## config.mk

```make
export PLATFORM = sky130hd
export DESIGN_NAME = vga_scanout
export DESIGN_NICKNAME = d
export VERILOG_FILES = /design/src/rtl/vga_scanout.sv
export SDC_FILE = /design/constraint.sdc
export NUM_CORES = 1
export LEC_CHECK = 0
export BUFFER_PORTS_ARGS = -buffer_cell sky130_fd_sc_hd__buf_2
export CAP_MARGIN = 5
export CORE_MARGIN = 1.5
export CORE_UTILIZATION = 60
export DETAILED_ROUTE_END_ITERATION = 8
export GPL_TIMING_DRIVEN = 0
export PLACE_DENSITY = 0.79
export RECOVER_POWER = 100
export REMOVE_ABC_BUFFERS = 1
export SYNTH_ARGS = -nofsm -noshare
export SYNTH_HDL_FRONTEND = slang
export SYNTH_SLANG_ARGS = --single-unit
```

## constraint.sdc

```tcl
create_clock -name clk -period 7.3 [get_ports clk]
set_clock_uncertainty 0.15 [all_clocks]
set_input_delay 1.46 -clock clk [delete_from_list [all_inputs] [get_ports clk]]
set_output_delay 1.46 -clock clk [all_outputs]
set_load 0.01 [all_outputs]
```

## src/rtl/vga_scanout.sv

```systemverilog
// VGA raster scan-out: free-running h/v counters, one 16-bit VRAM word fetched per 5 pixels,
// three-stage pixel/sync pipeline so colour and sync leave the block aligned and registered.
module vga_scanout #(
    parameter int H_VISIBLE = 640,
    parameter int H_FRONT   = 16,
    parameter int H_SYNC    = 96,
    parameter int H_BACK    = 48,
    parameter int V_VISIBLE = 480,
    parameter int V_FRONT   = 10,
    parameter int V_SYNC    = 2,
    parameter int V_BACK    = 33
) (
    input  logic        clk,
    input  logic        reset,
    output logic [15:0] vram_address,
    output logic        vram_chipselect,
    input  logic [15:0] vram_readdata,
    output logic        vga_r,
    output logic        vga_g,
    output logic        vga_b,
    output logic        vga_hsync,
    output logic        vga_vsync,
    output logic        frame_start
);

    localparam int H_TOTAL = H_VISIBLE + H_FRONT + H_SYNC + H_BACK;
    localparam int V_TOTAL = V_VISIBLE + V_FRONT + V_SYNC + V_BACK;
    localparam int HW = (H_TOTAL > 1024) ? $clog2(H_TOTAL) : 10;
    localparam int VW = (V_TOTAL > 1024) ? $clog2(V_TOTAL) : 10;

    localparam logic [HW-1:0] H_LAST   = HW'(H_TOTAL - 1);
    localparam logic [HW-1:0] H_VIS    = HW'(H_VISIBLE);
    localparam logic [HW-1:0] HS_BEGIN = HW'(H_VISIBLE + H_FRONT);
    localparam logic [HW-1:0] HS_END   = HW'(H_VISIBLE + H_FRONT + H_SYNC);
    localparam logic [VW-1:0] V_LAST   = VW'(V_TOTAL - 1);
    localparam logic [VW-1:0] V_VIS    = VW'(V_VISIBLE);
    localparam logic [VW-1:0] VS_BEGIN = VW'(V_VISIBLE + V_FRONT);
    localparam logic [VW-1:0] VS_END   = VW'(V_VISIBLE + V_FRONT + V_SYNC);

    logic [HW-1:0] h_cnt;
    logic [VW-1:0] v_cnt;
    logic [2:0]    phase;
    logic [6:0]    col;
    logic          visible;
    logic          hsync_on;
    logic          vsync_on;
    logic          fetch;
    logic [15:0]   addr_hold;
    logic          load;
    logic          vis_d1;
    logic          vis_d2;
    logic          hs_d1;
    logic          hs_d2;
    logic          vs_d1;
    logic          vs_d2;
    logic [15:0]   word;

    // phase tracks h_cnt % 5 and col tracks h_cnt / 5, avoiding a divider
    always_ff @(posedge clk or posedge reset) begin
        if (reset) begin
            h_cnt <= '0;
            v_cnt <= '0;
            phase <= '0;
            col   <= '0;
        end else if (h_cnt == H_LAST) begin
            h_cnt <= '0;
            phase <= '0;
            col   <= '0;
            v_cnt <= (v_cnt == V_LAST) ? '0 : v_cnt + 1'b1;
        end else begin
            h_cnt <= h_cnt + 1'b1;
            if (phase == 3'd4) begin
                phase <= '0;
                col   <= col + 1'b1;
            end else begin
                phase <= phase + 1'b1;
            end
        end
    end

    always_comb begin
        visible         = (h_cnt < H_VIS) && (v_cnt < V_VIS);
        hsync_on        = (h_cnt >= HS_BEGIN) && (h_cnt < HS_END);
        vsync_on        = (v_cnt >= VS_BEGIN) && (v_cnt < VS_END);
        fetch           = !reset && visible && (phase == 3'd0);
        vram_chipselect = fetch;
        vram_address    = fetch ? {v_cnt[8:0], col} : addr_hold;
        frame_start     = !reset && (h_cnt == '0) && (v_cnt == '0);
    end

    always_ff @(posedge clk or posedge reset) begin
        if (reset) begin
            addr_hold <= '0;
        end else if (fetch) begin
            addr_hold <= vram_address;
        end
    end

    // Stage 1: RAM data in flight; stage 2: word register; stage 3: output registers.
    // The word shifts 3 bits per clock, so the next load lands as pixel 4 is emitted.
    always_ff @(posedge clk or posedge reset) begin
        if (reset) begin
            load      <= 1'b0;
            vis_d1    <= 1'b0;
            vis_d2    <= 1'b0;
            hs_d1     <= 1'b0;
            hs_d2     <= 1'b0;
            vs_d1     <= 1'b0;
            vs_d2     <= 1'b0;
            word      <= '0;
            vga_r     <= 1'b0;
            vga_g     <= 1'b0;
            vga_b     <= 1'b0;
            vga_hsync <= 1'b1;
            vga_vsync <= 1'b1;
        end else begin
            load      <= fetch;
            vis_d1    <= visible;
            vis_d2    <= vis_d1;
            hs_d1     <= hsync_on;
            hs_d2     <= hs_d1;
            vs_d1     <= vsync_on;
            vs_d2     <= vs_d1;
            word      <= load ? vram_readdata : {3'b000, word[15:3]};
            vga_r     <= vis_d2 & word[2];
            vga_g     <= vis_d2 & word[1];
            vga_b     <= vis_d2 & word[0];
            vga_hsync <= !hs_d2;
            vga_vsync <= !vs_d2;
        end
    end

endmodule

```

==> summary.txt, run 1 <==
Outcome
  – Run status: finished, violations left
  – Violated checks: capacitance limit, slew limit

Synthesis
  – Proportion of synthesized area in mux cells: 0.1638
  – Complex-gate fraction of the synthesized area: 0.03381
  – XOR/XNOR Fraction of Synth Area: 0.03989
  – Post-synthesis adder-cell area fraction: 0.02660
  – Synth Register Bits: 74
  – Largest family of logic cells by synthesized area: multiplexers
  – Mean post-synth cell area: 12.33 µm²
  – Yosys cell types: 40
  – Top post-synthesis cells by area: dfrtp_1 55%, mux2_2 16%, ha_1 2.7%
  – Simple-gate share of the synthesized area: 0.1360
  – Cells after synthesis: 267
  – Share of the synthesized area in the top cell type: 0.5471
  – Sequential area share after synthesis: 0.5631
  – Dominant cell type by area after synthesis: dfrtp_1
  – Async S/R FF share, synth: 1.000
  – Synthesized area: 3293 µm²
  – Ys flop type: dfrtp_1
  – Post-synth EDFFs: 0
  – Number of synthesis warnings: 0

Clocking
  – Setup bufs post-CTS: 0
  – Clk pin slew, worst setup/hold paths: 80 ps
  – TritonCTS clock tree: yes
  – Post-CTS Hold Fix Bufs: 0
  – CTS sink cnt: 74
  – TritonCTS buffer count: 9
  – Clock Tree Buf Depth: 2
  – Root Buffer: clkbuf_8
  – H-tree depth: 3
  – Clock Latency Late Sink: 340 ps
  – Resize count post-CTS: 0

Finish
  – Fill count: 391
  – Area grow syn2layout: 10.45%
  – Most common cell after layout, fill and taps aside: dfrtp_1
  – Nets: 329
  – Layout cells sized above 1: 0.2686
  – Commonest cells after routing, fill and taps aside: 72 x dfrtp_1, 46 x mux2_2, 24 x clkbuf_1
  – Ant. Diodes: 0

Global routing
  – First-pass GRT wire length: 9.439 mm
  – Initial antenna violation count: 0
  – Largest net degree at the start of global routing: 75
  – Gr usage total: 0.2043
  – Via count of the first global-routing pass: 2,177
  – Congestion Overflow GR: 0

Worst setup path
  – Worst endpoint data arrival time: 3570 ps
  – Critical Path RT: 5690 ps
  – CP max FO: 33
  – Crit end category: output pin
  – CP Launch Type: input pin
  – Critical path type: input pin to output pin
  – Worst reg2reg path depth: 4

Power
  – VDD IR max: 0.1215 mV
  – Pwr dens: 200.9 nW/µm²
  – Psw: 0.1656 mW
  – Final Power: 0.7307 mW
  – Seq pwr share: 0.569
  – Switching share of power: 0.2267
  – Logic pwr share: 0.027
  – Pleak: 1.759 nW
  – Clock power frac: 0.404
  – P_int: 0.5651 mW

Timing
  – RSZ-0062 raised after global routing: false
  – # setup viols final: 0
  – FMAX: 0.1932 GHz
  – Fin crit share: 0.7091
  – Minimum clock period: 5177 ps
  – Fin. Hold Viols: 0
  – Slew @ Worst Pin: 3130 ps
  – Max-slew headroom: -1.098
  – Slew Limit Fails: 75
  – Setup_tns: 0 ps

Drt
  – DR iter-0 viols: 132
  – Final wirelength: 5.484 mm
  – Vias per cell: 5.533
  – ANT nets after route: 0
  – Drt drc: 0
  – DR pass1 iterations: 6
  – Via count: 2,097
  – Routed WL per cell: 14.47 µm

Worst hold path
  – Hold crit path type: register to register
  – Min-Delay Path Depth: 0

Placed design
  – Number of port buffers: 40
  – RePlAce Congestion: 0.7431
  – Post-DP HPWL: 3.605 mm

Job
  – Max-cap viol count: 1

Floorplanning
  – Die height: 77.09 µm
  – Chip width: 77.09 µm
  – Core footprint: 5205 µm²
  – I/O pin count: 41
  – Initial Utilization: 0.6327
  – Rows: 26
  – DIE AREA: 5942 µm²
[logic make-up after synthesis]
kind of cell | Yosys count
simple gates | 81
flops | 74
mux | 48
buf+inv | 24
compound gates | 18
xor+xnor | 15
fa+ha+maj | 7
[final cells by class]
| type | instances | area (µm²) | share of cell area |
|---|---|---|---|
| multi-input cells | 169 | 1297 | 0.3567 |
| repair buffers | 40 | 170.2 | 0.04678 |
| well taps | 70 | 87.58 | 0.02408 |
| inverters | 10 | 38.79 | 0.01066 |
| flip-flops and latches | 74 | 1854 | 0.5098 |
| clock buffers | 11 | 151.4 | 0.04162 |
| clock inverters | 5 | 37.54 | 0.01032 |
[power groups by stage]
| stage | registers [mW] | logic, mW | clock network (mW) |
|---|---|---|---|
| final | 0.416 | 0.0197 | 0.295 |
| after detailed placement | 0.424 | 0.0211 | 0 |
| after global routing | 0.416 | 0.0225 | 0.316 |
| after global placement | 0.424 | 0.0202 | 0 |
| after CTS | 0.416 | 0.0214 | 0.301 |
| after floorplan | 0.424 | 0.0113 | 0 |
[cells in the mapped netlist, drive strengths merged (2+ instances only)]
cell type,number
a21o,2
a21oi,4
and2,8
and3,6
and3b,2
buf,6
clkbuf,8
dfrtp,72
dfstp,2
ha,7
inv,10
mux2,47
nand2,15
nand3,10
nand4,5
nor2,16
nor3,6
nor3b,2
nor4,4
o21ai,6
o31ai,2
or3,2
xnor2,7
xor2,8
[final timing paths]
| check | slack (ps) | to | startpoint |
|---|---|---|---|
| max | 2120 | vram_address[13] | reset |
| min | 200 | hs_d2 | hs_d1 |
| max reg2reg | 4490 | addr_hold[2] | v_cnt[6] |
| min reg2reg | 200 | hs_d2 | hs_d1 |
| max in group asynchronous | 3700 | h_cnt[4] | reset |
| min in group asynchronous | 1920 | phase[1] | reset |
[metal layers]
| layer | track usage | up-vias | part of all wire |
|---|---|---|---|
| li1 | - | 996 | - |
| met1 | 0.2374 | 1050 | 0.43 |
| met2 | 0.3602 | 38 | 0.51 |
| met3 | 0.03929 | 13 | 0.036 |
| met4 | 0.1018 | 0 | 0.020 |
| met5 | 0 | - | 0 |
[registers in the layout (all words and copies together) (netlist names), 3 cells and up]
| register | flops |
|---|---|
| v_cnt | 10 |
| col | 7 |
| h_cnt | 10 |
| phase | 3 |
| addr_hold | 16 |
| word | 16 |
[per-stage QoR]
step	setup WS, ps	hold WS (ps)	std cells	cell area [µm²]	util
finish	2123	204.6	379	3637	0.6988
global route	1898	213.3	379	3637	0.6988
CTS	2609	207.4	379	3689	0.7087
detailed placement	2619	197.1	363	3500	0.6724
global placement	2677	185.5	363	3497	0.6719
floorplan	3115	181.2	253	3209	-
[critical path: stages]
cell      delay (ps)
clkbuf_1         130
nor2_1           130
nand3_1          990
mux2_1           710
clkbuf_1         140
Note: power is estimated with default switching activity, not from simulation.
==> run 2, diff against run 1 <==
--- a/config.mk
+++ b/config.mk
@@ -8,10 +8,10 @@
 export BUFFER_PORTS_ARGS = -buffer_cell sky130_fd_sc_hd__buf_2
 export CAP_MARGIN = 5
 export CORE_MARGIN = 1.5
-export CORE_UTILIZATION = 60
+export CORE_UTILIZATION = 57
 export DETAILED_ROUTE_END_ITERATION = 8
 export GPL_TIMING_DRIVEN = 0
-export PLACE_DENSITY = 0.79
+export PLACE_DENSITY = 0.76
 export RECOVER_POWER = 100
 export REMOVE_ABC_BUFFERS = 1
 export SYNTH_ARGS = -nofsm -noshare
==> constraint.sdc (replaced) <==
create_clock -name clk -period 5.2 [get_ports clk]
set_clock_uncertainty 0.15 [all_clocks]
set_input_delay 1.04 -clock clk [delete_from_list [all_inputs] [get_ports clk]]
set_output_delay 1.04 -clock clk [all_outputs]
set_load 0.01 [all_outputs]
==> run 2 against run 1 <==
The run still ends with capacitance limit, slew limit left. Via count down 0.95%. Global-route usage down 1.1 points. Routed wire length down 2.4%. Flip-flop and latch count unchanged. Combinational power up 38%. Register-to-register slack worse by 1700 ps. First-iteration DRC count down 44%. Count of clock-buffer cells in the layout unchanged. Critical path type unchanged. Critical endpoint unchanged. Largest power group unchanged.
==> summary.txt, run 2 (synthesized netlist as in run 1, its figures left out) <==
Outcome
  – Violated checks: capacitance limit, slew limit
  – Run status: finished, violations left

Power
  – VDD IR max: 0.1971 mV
  – Psw: 0.2319 mW
  – Logic pwr share: 0.027
  – Clock power frac: 0.397
  – P_int: 0.7813 mW
  – Seq pwr share: 0.576
  – Pwr dens: 278.7 nW/µm²
  – Switching share of power: 0.2289
  – Pleak: 1.757 nW
  – Final Power: 1.013 mW

Finish
  – Final core occ: 0.6563
  – Top flop regs: addr_hold: 16 flops, word: 16 flops
  – Area grow syn2layout: 10.41%
  – Ant. Diodes: 0
  – Fill count: 433
  – Final Cell Area: 3636 µm²
  – Nets: 329
  – Layout cells sized above 1: 0.2654
  – Most common cell after layout, fill and taps aside: dfrtp_1
  – Commonest cells after routing, fill and taps aside: 72 x dfrtp_1, 45 x mux2_2, 25 x clkbuf_1

Drt
  – Drt drc: 0
  – Via count: 2,077
  – Final wirelength: 5.354 mm
  – ANT nets after route: 0
  – Vias per cell: 5.451
  – Routed WL per cell: 14.05 µm
  – DR iter-0 viols: 74
  – DR pass1 iterations: 4

Worst setup path
  – Critical path type: input pin to output pin
  – Crit path max-delay family: simple AND/OR/NAND/NOR gates
  – Crit end category: output pin
  – Critical Path RT: 4010 ps
  – CP max FO: 33
  – CP max stage delay: 630 ps
  – CP Launch Type: input pin
  – Buf+Inv Stages, Crit Path: 2
  – Worst endpoint data arrival time: 2650 ps
  – Slowest-stage cell, CP: nand3_2
  – Crit path cell chain: clkbuf_1, nor2_1, nand3_2, mux2_1, clkbuf_1
  – Top cell by count, worst path: clkbuf_1

Global routing
  – Initial antenna violation count: 0
  – Via count of the first global-routing pass: 2,122
  – Largest net degree at the start of global routing: 75
  – First-pass GRT wire length: 9.211 mm
  – Congestion Overflow GR: 0
  – Gr usage total: 0.1928

Floorplanning
  – Initial Utilization: 0.5944
  – Chip width: 79.01 µm
  – Rows: 27
  – Core footprint: 5540 µm²
  – Die height: 79.01 µm
  – I/O pin count: 41
  – DIE AREA: 6243 µm²

Clocking
  – Clock Tree Buf Depth: 2
  – Root Buffer: clkbuf_8
  – CTS sink cnt: 74
  – Resize count post-CTS: 0
  – Clock Latency Late Sink: 340 ps
  – H-tree depth: 3
  – Clk pin slew, worst setup/hold paths: 80 ps
  – TritonCTS clock tree: yes
  – TritonCTS buffer count: 9
  – Setup bufs post-CTS: 0
  – Post-CTS Hold Fix Bufs: 0

Timing
  – FMAX: 0.2603 GHz
  – Slew @ Worst Pin: 3125 ps
  – Fin crit share: 0.7389
  – Fin. Hold Viols: 0
  – Setup_tns: 0 ps
  – Minimum clock period: 3842 ps
  – RSZ-0062 raised after global routing: false
  – Slew Limit Fails: 75
  – Max-slew headroom: -1.095
  – # setup viols final: 0

Job
  – Max-cap viol count: 1

Placed design
  – RePlAce Congestion: 0.7565
  – Number of port buffers: 40
  – Area after DPL: 3502 µm²
  – Post-DP HPWL: 3.501 mm

Worst hold path
  – Hold crit path type: register to register
==> run 2: changes by cell type in the layout (fill, tap and decap cells not counted), sizes merged <==
| cell | previous run | this run |
|---|---|---|
| clkinvlp | 3 | 2 |
| clkinv | 2 | 3 |
==> run 2: worst paths after layout <==
kind,endpoint,slack (ps),cells past startpoint,start
worst max-delay path,vram_address[13],1360,5,reset
worst max register to register,v_cnt[3],2840,6,v_cnt[0]
worst min-delay path,vis_d2,200,0,vis_d1
min in group asynchronous,word[10],1520,2,reset
max in group asynchronous,h_cnt[0],2010,2,reset
worst min register to register,vis_d2,200,0,vis_d1
==> run 2: cell type report <==
class	count	area [µm²]	area share
timing repair buffer	40	170.2	0.04680
clock buffer	11	141.4	0.03889
tap	72	90.09	0.02478
multi-input combinational	169	1303	0.3582
sequential	74	1854	0.5100
clock inverter	5	38.79	0.01067
inverter	10	38.79	0.01067
==> run 2: per-layer routing <==
layer | GRT usage | vias up | share of wire
met5 | 0 | - | 0
li1 | - | 994 | -
met3 | 0.04828 | 8 | 0.033
met2 | 0.3368 | 34 | 0.50
met1 | 0.2231 | 1041 | 0.45
met4 | 0.08596 | 0 | 0.018
==> run 2: power groups by stage <==
| stage | Clock (mW) | Sequential, mW | Combinational (mW) |
|---|---|---|---|
| after floorplan | 0 | 0.595 | 0.0159 |
| after global placement | 0 | 0.595 | 0.0286 |
| after detailed placement | 0 | 0.595 | 0.0297 |
| after CTS | 0.416 | 0.584 | 0.0297 |
| after global routing | 0.437 | 0.585 | 0.0321 |
| final | 0.402 | 0.584 | 0.0272 |
==> run 2: through the flow <==
step,worst slack (ps),std cells,hold slack [ps]
2_1_floorplan,1855,253,181.2
3_5_place_dp,1283,365,185.5
5_1_grt,1217,381,210.7
6_report,1358,381,202.0
4_1_cts,1287,381,203.2
3_3_place_gp,1255,365,184.6
